--- src/rtl/cpc_uart_pkg.sv ---
// cpc_uart_pkg
// Shared definitions for the CPC I/O-port UART: register offsets within
// the 4-byte I/O window, STATUS bit positions, and the state encoding
// used by both the transmit and receive shift engines.
package cpc_uart_pkg;

  // Register offsets (cpu_addr[1:0])
  localparam logic [1:0] REG_DATA   = 2'd0;
  localparam logic [1:0] REG_STATUS = 2'd1;
  localparam logic [1:0] REG_DIVLO  = 2'd2;
  localparam logic [1:0] REG_DIVHI  = 2'd3;

  // STATUS register bit positions; bits 7:5 read as zero
  localparam int ST_RX_AVAIL  = 0;
  localparam int ST_TX_FULL   = 1;
  localparam int ST_TX_EMPTY  = 2;
  localparam int ST_OVERRUN   = 3;
  localparam int ST_FRAME_ERR = 4;

  // Frame position, shared by the TX and RX engines
  typedef enum logic [1:0] {
    IDLE  = 2'd0,
    START = 2'd1,
    DATA  = 2'd2,
    STOP  = 2'd3
  } uart_state_t;

endpackage

--- src/rtl/cpc_io_uart_if.sv ---
// cpc_io_uart_if
// Z80 I/O bus as seen on the CPC expansion port.
//   cpu_addr  : 16-bit I/O address            (master -> slave)
//   cpu_dout  : write data                    (master -> slave)
//   io_rd     : read strobe, level            (master -> slave)
//   io_wr     : write strobe, level           (master -> slave)
//   dout      : read data, 8'hFF when idle    (slave -> master)
// The motherboard ANDs all responders' dout together, so a responder
// that is not being read must return all ones.
interface cpc_io_uart_if;
  logic [15:0] cpu_addr;
  logic [7:0]  cpu_dout;
  logic        io_rd;
  logic        io_wr;
  logic [7:0]  dout;

  modport master (output cpu_addr, output cpu_dout, output io_rd,
                  output io_wr, input dout);
  modport slave  (input cpu_addr, input cpu_dout, input io_rd,
                  input io_wr, output dout);
endinterface

--- src/rtl/cpc_uart_fifo.sv ---
// cpc_uart_fifo
// Byte FIFO with registered pointers and occupancy count.
//   clk, rst    : clock, asynchronous active-high reset
//   push, push_data : write request and its byte
//   pop         : read request; head is the byte that pop removes
//   full, empty : occupancy flags (count == DEPTH / count == 0)
//   head        : oldest byte (undefined while empty)
// Handshake: push and pop are single-cycle requests. A push is taken only
// when !full and a pop only when !empty; a refused request has no effect.
// A taken push and a taken pop on the same clk leave the count unchanged.
module cpc_uart_fifo #(
  parameter int DEPTH = 16
) (
  input  logic       clk,
  input  logic       rst,
  input  logic       push,
  input  logic [7:0] push_data,
  input  logic       pop,
  output logic       full,
  output logic       empty,
  output logic [7:0] head
);
  localparam int AW = $clog2(DEPTH);
  localparam int CW = AW + 1;

  logic [7:0]    mem_q [DEPTH];
  logic [AW-1:0] wr_ptr_q, wr_ptr_d;
  logic [AW-1:0] rd_ptr_q, rd_ptr_d;
  logic [CW-1:0] count_q, count_d;
  logic          push_ok, pop_ok;

  assign full    = (count_q == CW'(DEPTH));
  assign empty   = (count_q == '0);
  assign push_ok = push & ~full;
  assign pop_ok  = pop & ~empty;
  assign head    = mem_q[rd_ptr_q];

  // Pointers wrap naturally because DEPTH is a power of two
  always_comb begin
    wr_ptr_d = wr_ptr_q;
    rd_ptr_d = rd_ptr_q;
    count_d  = count_q;
    if (push_ok) wr_ptr_d = wr_ptr_q + AW'(1);
    if (pop_ok)  rd_ptr_d = rd_ptr_q + AW'(1);
    case ({push_ok, pop_ok})
      2'b10:   count_d = count_q + CW'(1);
      2'b01:   count_d = count_q - CW'(1);
      default: count_d = count_q;
    endcase
  end

  always_ff @(posedge clk or posedge rst) begin
    if (rst) begin
      wr_ptr_q <= '0;
      rd_ptr_q <= '0;
      count_q  <= '0;
    end else begin
      wr_ptr_q <= wr_ptr_d;
      rd_ptr_q <= rd_ptr_d;
      count_q  <= count_d;
    end
  end

  // Storage needs no reset: the pointers define what is valid
  always_ff @(posedge clk) begin
    if (push_ok) mem_q[wr_ptr_q] <= push_data;
  end

endmodule

--- src/rtl/cpc_io_uart.sv ---
// cpc_io_uart
// 8N1 UART responder on the CPC Z80 I/O bus, decoded at BASE_ADDR..+3.
//   clk, reset   : system clock, asynchronous active-high reset
//   ce           : 4 MHz clock enable; one baud tick per ce
//   bus          : I/O bus slave (cpu_addr, cpu_dout, io_rd, io_wr, dout)
//   txd          : serial out, idle high
//   rxd          : serial in, asynchronous to clk
//   rx_avail     : RX FIFO non-empty
//   dbg_tx_state : current TX engine state
//   dbg_rx_state : current RX engine state
// Registers: 0 DATA (rd RX head / wr push TX), 1 STATUS (ro),
// 2 DIV_LO, 3 DIV_HI. Bit period = DIV+1 ce ticks.
module cpc_io_uart
  import cpc_uart_pkg::*;
#(
  parameter int          FIFO_DEPTH = 16,
  parameter logic [15:0] BASE_ADDR  = 16'hFBD0,
  parameter logic [15:0] DIV_RESET  = 16'd416
) (
  input  logic         clk,
  input  logic         reset,
  input  logic         ce,
  cpc_io_uart_if.slave bus,
  output logic         txd,
  input  logic         rxd,
  output logic         rx_avail,
  output uart_state_t  dbg_tx_state,
  output uart_state_t  dbg_rx_state
);

  // ---------------- bus decode and strobe edges ----------------
  logic       sel;
  logic [1:0] reg_sel;
  logic       io_rd_q, io_wr_q, sel_q;
  logic [1:0] reg_q;
  logic       wr_fire, rd_done, stat_clr;

  assign sel     = (bus.cpu_addr[15:2] == BASE_ADDR[15:2]);
  assign reg_sel = bus.cpu_addr[1:0];
  // Writes act on the rising io_wr; read side effects on the falling io_rd,
  // using the address held on the last clk the strobe was high.
  assign wr_fire  = sel & bus.io_wr & ~io_wr_q;
  assign rd_done  = sel_q & io_rd_q & ~bus.io_rd;
  assign stat_clr = rd_done & (reg_q == REG_STATUS);

  // ---------------- registers and FIFOs ----------------
  logic [15:0] div_q, div_d;
  logic        overrun_q, overrun_d, frame_err_q, frame_err_d;
  logic        tx_push, tx_pop, tx_full, tx_fifo_empty;
  logic [7:0]  tx_head;
  logic        rx_push, rx_pop, rx_full, rx_empty;
  logic [7:0]  rx_head;
  logic        rx_byte_done, frame_err_set, overrun_set;

  assign tx_push     = wr_fire & (reg_sel == REG_DATA);
  assign rx_pop      = rd_done & (reg_q == REG_DATA);
  assign rx_push     = rx_byte_done & ~rx_full;
  assign overrun_set = rx_byte_done & rx_full;

  cpc_uart_fifo #(.DEPTH(FIFO_DEPTH)) u_tx_fifo (
    .clk(clk), .rst(reset), .push(tx_push), .push_data(bus.cpu_dout),
    .pop(tx_pop), .full(tx_full), .empty(tx_fifo_empty), .head(tx_head)
  );

  cpc_uart_fifo #(.DEPTH(FIFO_DEPTH)) u_rx_fifo (
    .clk(clk), .rst(reset), .push(rx_push), .push_data(rx_shift_q),
    .pop(rx_pop), .full(rx_full), .empty(rx_empty), .head(rx_head)
  );

  // A flag set on the same clk as the clearing STATUS read survives
  always_comb begin
    div_d = div_q;
    if (wr_fire && reg_sel == REG_DIVLO) div_d[7:0]  = bus.cpu_dout;
    if (wr_fire && reg_sel == REG_DIVHI) div_d[15:8] = bus.cpu_dout;
    overrun_d   = (overrun_q & ~stat_clr) | overrun_set;
    frame_err_d = (frame_err_q & ~stat_clr) | frame_err_set;
  end

  // ---------------- TX engine ----------------
  uart_state_t tx_state_q, tx_state_d;
  logic [15:0] tx_cnt_q, tx_cnt_d;
  logic [2:0]  tx_bit_q, tx_bit_d;
  logic [7:0]  tx_shift_q, tx_shift_d;
  logic        txd_q, txd_d;

  // tx_cnt counts down the ticks left in the current bit; it is reloaded
  // from div_q only at a bit boundary, so a new divisor never stretches
  // or shortens a bit already in progress.
  always_comb begin
    tx_state_d = tx_state_q;
    tx_cnt_d   = tx_cnt_q;
    tx_bit_d   = tx_bit_q;
    tx_shift_d = tx_shift_q;
    txd_d      = txd_q;
    tx_pop     = 1'b0;
    case (tx_state_q)
      IDLE: begin
        txd_d = 1'b1;
        if (!tx_fifo_empty) begin
          tx_pop     = 1'b1;
          tx_shift_d = tx_head;
          tx_cnt_d   = div_q;
          txd_d      = 1'b0;
          tx_state_d = START;
        end
      end
      START: if (ce) begin
        if (tx_cnt_q == 16'd0) begin
          tx_cnt_d   = div_q;
          tx_bit_d   = 3'd0;
          txd_d      = tx_shift_q[0];
          tx_state_d = DATA;
        end else tx_cnt_d = tx_cnt_q - 16'd1;
      end
      DATA: if (ce) begin
        if (tx_cnt_q == 16'd0) begin
          tx_cnt_d   = div_q;
          tx_shift_d = {1'b0, tx_shift_q[7:1]};
          if (tx_bit_q == 3'd7) begin
            txd_d      = 1'b1;
            tx_state_d = STOP;
          end else begin
            tx_bit_d = tx_bit_q + 3'd1;
            txd_d    = tx_shift_q[1];
          end
        end else tx_cnt_d = tx_cnt_q - 16'd1;
      end
      STOP: if (ce) begin
        if (tx_cnt_q == 16'd0) begin
          // Chain straight into the next start bit when more data waits
          if (!tx_fifo_empty) begin
            tx_pop     = 1'b1;
            tx_shift_d = tx_head;
            tx_cnt_d   = div_q;
            txd_d      = 1'b0;
            tx_state_d = START;
          end else begin
            txd_d      = 1'b1;
            tx_state_d = IDLE;
          end
        end else tx_cnt_d = tx_cnt_q - 16'd1;
      end
      default: tx_state_d = IDLE;
    endcase
  end

  // ---------------- RX engine ----------------
  logic        rxd_s1_q, rxd_s2_q, rx_prev_q;
  uart_state_t rx_state_q, rx_state_d;
  logic [15:0] rx_cnt_q, rx_cnt_d;
  logic [2:0]  rx_bit_q, rx_bit_d;
  logic [7:0]  rx_shift_q, rx_shift_d;
  logic        rx_brk_q, rx_brk_d;

  // rx_brk marks a failed stop bit: stay in STOP until the line is high
  // again so the low tail is not mistaken for a new start bit.
  always_comb begin
    rx_state_d    = rx_state_q;
    rx_cnt_d      = rx_cnt_q;
    rx_bit_d      = rx_bit_q;
    rx_shift_d    = rx_shift_q;
    rx_brk_d      = rx_brk_q;
    rx_byte_done  = 1'b0;
    frame_err_set = 1'b0;
    case (rx_state_q)
      IDLE: if (rx_prev_q && !rxd_s2_q) begin
        // Sample point: the tick on which the count reaches zero, i.e.
        // (DIV>>1)+1 ticks after the edge, close to the middle of the bit
        rx_cnt_d   = {1'b0, div_q[15:1]};
        rx_state_d = START;
      end
      START: if (ce) begin
        if (rx_cnt_q == 16'd0) begin
          if (rxd_s2_q) rx_state_d = IDLE;
          else begin
            rx_cnt_d   = div_q;
            rx_bit_d   = 3'd0;
            rx_state_d = DATA;
          end
        end else rx_cnt_d = rx_cnt_q - 16'd1;
      end
      DATA: if (ce) begin
        if (rx_cnt_q == 16'd0) begin
          rx_shift_d = {rxd_s2_q, rx_shift_q[7:1]};
          rx_cnt_d   = div_q;
          if (rx_bit_q == 3'd7) rx_state_d = STOP;
          else                  rx_bit_d   = rx_bit_q + 3'd1;
        end else rx_cnt_d = rx_cnt_q - 16'd1;
      end
      STOP: begin
        if (rx_brk_q) begin
          if (rxd_s2_q) begin
            rx_brk_d   = 1'b0;
            rx_state_d = IDLE;
          end
        end else if (ce) begin
          if (rx_cnt_q == 16'd0) begin
            if (rxd_s2_q) begin
              rx_byte_done = 1'b1;
              rx_state_d   = IDLE;
            end else begin
              frame_err_set = 1'b1;
              rx_brk_d      = 1'b1;
            end
          end else rx_cnt_d = rx_cnt_q - 16'd1;
        end
      end
      default: rx_state_d = IDLE;
    endcase
  end

  // ---------------- state registers ----------------
  always_ff @(posedge clk or posedge reset) begin
    if (reset) begin
      io_rd_q     <= 1'b0;
      io_wr_q     <= 1'b0;
      sel_q       <= 1'b0;
      reg_q       <= 2'd0;
      div_q       <= DIV_RESET;
      overrun_q   <= 1'b0;
      frame_err_q <= 1'b0;
      tx_state_q  <= IDLE;
      tx_cnt_q    <= 16'd0;
      tx_bit_q    <= 3'd0;
      tx_shift_q  <= 8'd0;
      txd_q       <= 1'b1;
      rxd_s1_q    <= 1'b1;
      rxd_s2_q    <= 1'b1;
      rx_prev_q   <= 1'b1;
      rx_state_q  <= IDLE;
      rx_cnt_q    <= 16'd0;
      rx_bit_q    <= 3'd0;
      rx_shift_q  <= 8'd0;
      rx_brk_q    <= 1'b0;
    end else begin
      io_rd_q     <= bus.io_rd;
      io_wr_q     <= bus.io_wr;
      sel_q       <= sel;
      reg_q       <= reg_sel;
      div_q       <= div_d;
      overrun_q   <= overrun_d;
      frame_err_q <= frame_err_d;
      tx_state_q  <= tx_state_d;
      tx_cnt_q    <= tx_cnt_d;
      tx_bit_q    <= tx_bit_d;
      tx_shift_q  <= tx_shift_d;
      txd_q       <= txd_d;
      rxd_s1_q    <= rxd;
      rxd_s2_q    <= rxd_s1_q;
      rx_prev_q   <= rxd_s2_q;
      rx_state_q  <= rx_state_d;
      rx_cnt_q    <= rx_cnt_d;
      rx_bit_q    <= rx_bit_d;
      rx_shift_q  <= rx_shift_d;
      rx_brk_q    <= rx_brk_d;
    end
  end

  // ---------------- read mux and outputs ----------------
  logic       tx_empty;
  logic [7:0] status, rd_val;

  assign tx_empty = tx_fifo_empty & (tx_state_q == IDLE);

  always_comb begin
    status               = 8'h00;
    status[ST_RX_AVAIL]  = ~rx_empty;
    status[ST_TX_FULL]   = tx_full;
    status[ST_TX_EMPTY]  = tx_empty;
    status[ST_OVERRUN]   = overrun_q;
    status[ST_FRAME_ERR] = frame_err_q;
    case (reg_sel)
      REG_DATA:   rd_val = rx_empty ? 8'hFF : rx_head;
      REG_STATUS: rd_val = status;
      REG_DIVLO:  rd_val = div_q[7:0];
      default:    rd_val = div_q[15:8];
    endcase
  end

  assign bus.dout     = (sel & bus.io_rd) ? rd_val : 8'hFF;
  assign txd          = txd_q;
  assign rx_avail     = ~rx_empty;
  assign dbg_tx_state = tx_state_q;
  assign dbg_rx_state = rx_state_q;

endmodule

--- src/flat_wrapper.sv ---
// flat-port wrapper written by rule: the top's interface ports become plain ports
module cpc_io_uart_flat import cpc_uart_pkg::*;
#(
  parameter int          FIFO_DEPTH = 16,
  parameter logic [15:0] BASE_ADDR  = 16'hFBD0,
  parameter logic [15:0] DIV_RESET  = 16'd416
)
  (clk, reset, ce, txd, rxd, rx_avail, dbg_tx_state, dbg_rx_state, bus_cpu_addr, bus_cpu_dout, bus_io_rd, bus_io_wr, bus_dout);
  cpc_io_uart_if bus_i ();
  input  logic clk;
  input  logic reset;
  input  logic ce;
  output logic txd;
  input  logic rxd;
  output logic rx_avail;
  output uart_state_t dbg_tx_state;
  output uart_state_t dbg_rx_state;
  input wire logic [$bits(bus_i.cpu_addr)-1:0] bus_cpu_addr;
  input wire logic [$bits(bus_i.cpu_dout)-1:0] bus_cpu_dout;
  input wire logic [$bits(bus_i.io_rd)-1:0] bus_io_rd;
  input wire logic [$bits(bus_i.io_wr)-1:0] bus_io_wr;
  output wire logic [$bits(bus_i.dout)-1:0] bus_dout;
  assign bus_i.cpu_addr = bus_cpu_addr;
  assign bus_i.cpu_dout = bus_cpu_dout;
  assign bus_i.io_rd = bus_io_rd;
  assign bus_i.io_wr = bus_io_wr;
  assign bus_dout = bus_i.dout;
  cpc_io_uart #(.FIFO_DEPTH(FIFO_DEPTH), .BASE_ADDR(BASE_ADDR), .DIV_RESET(DIV_RESET)) u_core (.clk(clk), .reset(reset), .ce(ce), .bus(bus_i), .txd(txd), .rxd(rxd), .rx_avail(rx_avail), .dbg_tx_state(dbg_tx_state), .dbg_rx_state(dbg_rx_state));
endmodule
--- config.mk ---
export PLATFORM = sky130hd
export DESIGN_NAME = cpc_io_uart_flat
export DESIGN_NICKNAME = d
export VERILOG_FILES = /design/src/rtl/cpc_uart_pkg.sv /design/src/rtl/cpc_io_uart_if.sv /design/src/rtl/cpc_uart_fifo.sv /design/src/rtl/cpc_io_uart.sv /design/src/flat_wrapper.sv
export SDC_FILE = /design/constraint.sdc
export NUM_CORES = 1
export LEC_CHECK = 0
export CORE_UTILIZATION = 55
export CTS_CLUSTER_DIAMETER = 60
export DETAILED_ROUTE_END_ITERATION = 7
export GPL_TIMING_DRIVEN = 0
export PLACE_DENSITY = 0.8
export SLEW_MARGIN = 20
export SYNTH_ARGS = -nofsm -noshare
export SYNTH_HDL_FRONTEND = slang
export SYNTH_SLANG_ARGS = --single-unit
--- constraint.sdc ---
create_clock -name clk -period 3.27 [get_ports clk]
set_input_delay 0.4905 -clock clk [delete_from_list [all_inputs] [get_ports clk]]
set_output_delay 0.4905 -clock clk [all_outputs]
set_load 0.05 [all_outputs]
==> impl_metrics.toml <==
[timing]
clock-skew-final_ns = 0.02554
setup_ws_ns = -0.1466
setup_viol = 8
slew_violations = 0
hold_violations = 0
rsz0062_at_grt = "true"
worstMarginPinSlew_ns = 0.9927
slew_headroom_pct = 33.58
hold_slack_ns = 0.3633
fmax_ghz = 0.2927
period_needed_ns = 3.417
finalCritPeriodShare_pct = 104.5

[global_route]
grt_pass1_vias = 11428
grt_pass1_wl_mm = 66.50
grtUsageTotal_pct = 28.14
grt_max_degree = 33
antenna_found_initial = 0
grt_overflow = 0

[floorplanning]
start_util_pct = 56.63
die_y_um = 177.6
die_w_um = 177.6
core_area_sq_um = 29950
io_pins = 44
die_area_sq_um = 31550
rows = 63

[logic_synthesis]
ys_top_cells_by_area = "edfxtp_1 (45%), dfrtp_1 (15%), mux4_2 (6.8%)"
synth.distinct_cells = 86
synth_fp_nets = 1230
synth_top_cell_area_share_pct = 45.32
synth_edf_count = 256
async_flop_share_pct = 30.43
yosysTopAreaCell = "edfxtp_1"
synth_area_sq_um = 16960
yosysWarningCount = 0
syn_inst = 1163
ys_seq_elements = 368
synth-main-ff-cell = "edfxtp_1"
ys_seq_area_share_pct = 61.89
synth.avg_cell_area_sq_um = 14.59

[detailed_routing]
wl_per_cell_um = 25.22
drtAntennaViolNets = 0
finalWirelength_mm = 42.65
vias = 11124
via_per_inst = 6.578
drc = 0
drtIter0Drc = 1216
drt_pre_antenna_iters = 6

[cts]
htreeDepth = 2
cts_buffers = 40
cts_root_buf = "clkbuf_16"
clk_pin_slew_ns = 0.06
clock_latency_ns = 0.54
cts.path.max_buffers = 3
hold_buffers = 0
cts_tree = "built"
cts.sinks = 368

[critical_path]
endpoint_kind = "primary output"
cp.arrival_ns = 2.93
setup.worst_path.start_class = "flip-flop"
crit_required_ns = 2.78
worstPathMaxFanout = 8
worstSetupPathType = "flip-flop to primary output"

[final_layout]
syn_to_final_growth_pct = 16.43
most-common-layout-cells = "edfxtp_1 (256), dfrtp_1 (100), nor2_1 (60)"
finish.utilization_pct = 65.94
diodes = 0
fin_nets = 1336
drive_above_1_share_pct = 22.75
final_common_cell = "edfxtp_1"
post-route-cell-area_sq_um = 19750

[worst_hold_path]
hold_class = "input port to flip-flop"

[placement]
port_buffers = 43
dpl_worst_slack_ns = -0.9215
dpl-instance-area_sq_um = 18020
place.gp.congestion = 0.9520
hpwlAfterDp_mm = 27.16

[pwr]
p_leak_nw = 7.174
p_per_area_nw_per_um2 = 739.1
irDropWorstVdd_mv = 0.5031

[outcome]
outcome = "finished, violations left"
violations = "setup timing"

[job]
drv_cap = 0
## cell type report
class                           instances  area (sq um)
Clock inverter                         21         244.0
Tap cell                              390         488.0
Timing Repair Buffer                   67         718.2
Buffer                                 59         370.4
Sequential cell                       368         10510
Fill cell                            2030         10200
Inverter                               39         150.1
Multi-Input combinational cell        694          6186
Clock buffer                           53          1090
## worst max-delay path, cell delays in order, from the launching register on
cell,delay (ns)
dfrtp_1,0.38
buf_8,0.17
buf_12,0.14
mux4_2,0.51
mux4_2,0.53
a311o_1,0.30
a21o_1,0.20
buf_6,0.16
## registers in the layout (all words and copies together) (netlist names), 5 cells and up, named ones only
register	flops
u_core.u_rx_fifo.mem_q	128
u_core.u_tx_fifo.mem_q	128
u_core.div_q	16
u_core.rx_cnt_q	16
u_core.tx_cnt_q	16
u_core.rx_shift_q	8
u_core.tx_shift_q	8
u_core.u_rx_fifo.count_q	5
u_core.u_tx_fifo.count_q	5
## stage by stage
stage / total power (W) / TNS [ns] / std cells
3_3_place_gp: 0.009650 / -139.43 / 1596
6_report: 0.01460 / -0.5494 / 1691
3_5_place_dp: 0.009794 / -133.71 / 1600
5_1_grt: 0.01520 / -1.226 / 1691
2_1_floorplan: 0.008678 / 0 / 1163
4_1_cts: 0.01443 / -0.6707 / 1688
## power by group
| group | total, W | switching, W | leakage [nW] | internal (W) |
|---|---|---|---|---|
| registers | 0.00575 | 0.000438 | 3.74 | 0.00531 |
| logic | 0.00428 | 0.00246 | 2.79 | 0.00181 |
| clock network | 0.00457 | 0.00188 | 0.644 | 0.00269 |
## path summary, 6_finish.rpt
kind,startpoint,end,slack (ns),cells after the start
worst max register to register,u_core.tx_cnt_q[1],u_core.u_tx_fifo.count_q[4],0.07,15
worst max-delay path,u_core.u_rx_fifo.rd_ptr_q[0],bus_dout[2],-0.15,7
max in group asynchronous,reset,u_core.div_q[5],2.28,3
worst min-delay path,rxd,u_core.rxd_s1_q,0.36,1
min in group asynchronous,reset,u_core.u_tx_fifo.count_q[4],0.37,2
worst min register to register,u_core.rxd_s1_q,u_core.rxd_s2_q,0.38,0
## kinds of logic after synthesis
kind of cell / share of synthesized area [%]
simple gates: 8.630
compound gates: 9.227
mux: 12.86
flops: 61.89
buf+inv: 2.714
xor+xnor: 1.859
fa+ha+maj: 2.818
## layer usage
metal  up-vias  global-route usage [%]  wire length (um)
met5         -                       0                 0
met1      5675                   37.43             16930
li1       4799                       -                 -
met2       551                   47.40             21290
met3        99                   3.985              2932
met4         0                   10.11              1507
## cells in the mapped netlist, drive strengths merged, types with 29 or more instances
library cell,number
dfrtp,105
nand2,58
inv,35
edfxtp,256
ha,35
a221oi,29
nor2,69
mux4,61
buf,32
o21ai,46
mux2,40
mux2i,32
nand3,38
clkbuf,30
## timing repair
action | in CTS | in global routing
gates resized for setup | 98 | 31
endpoints found under the hold margin | 0 | 0
setup buffers | 15 | 4
endpoints found under the setup margin | 143 | 21
pin swaps | 10 | 8
cloned | 2 | 0
Power figures use the tool's default switching activity.
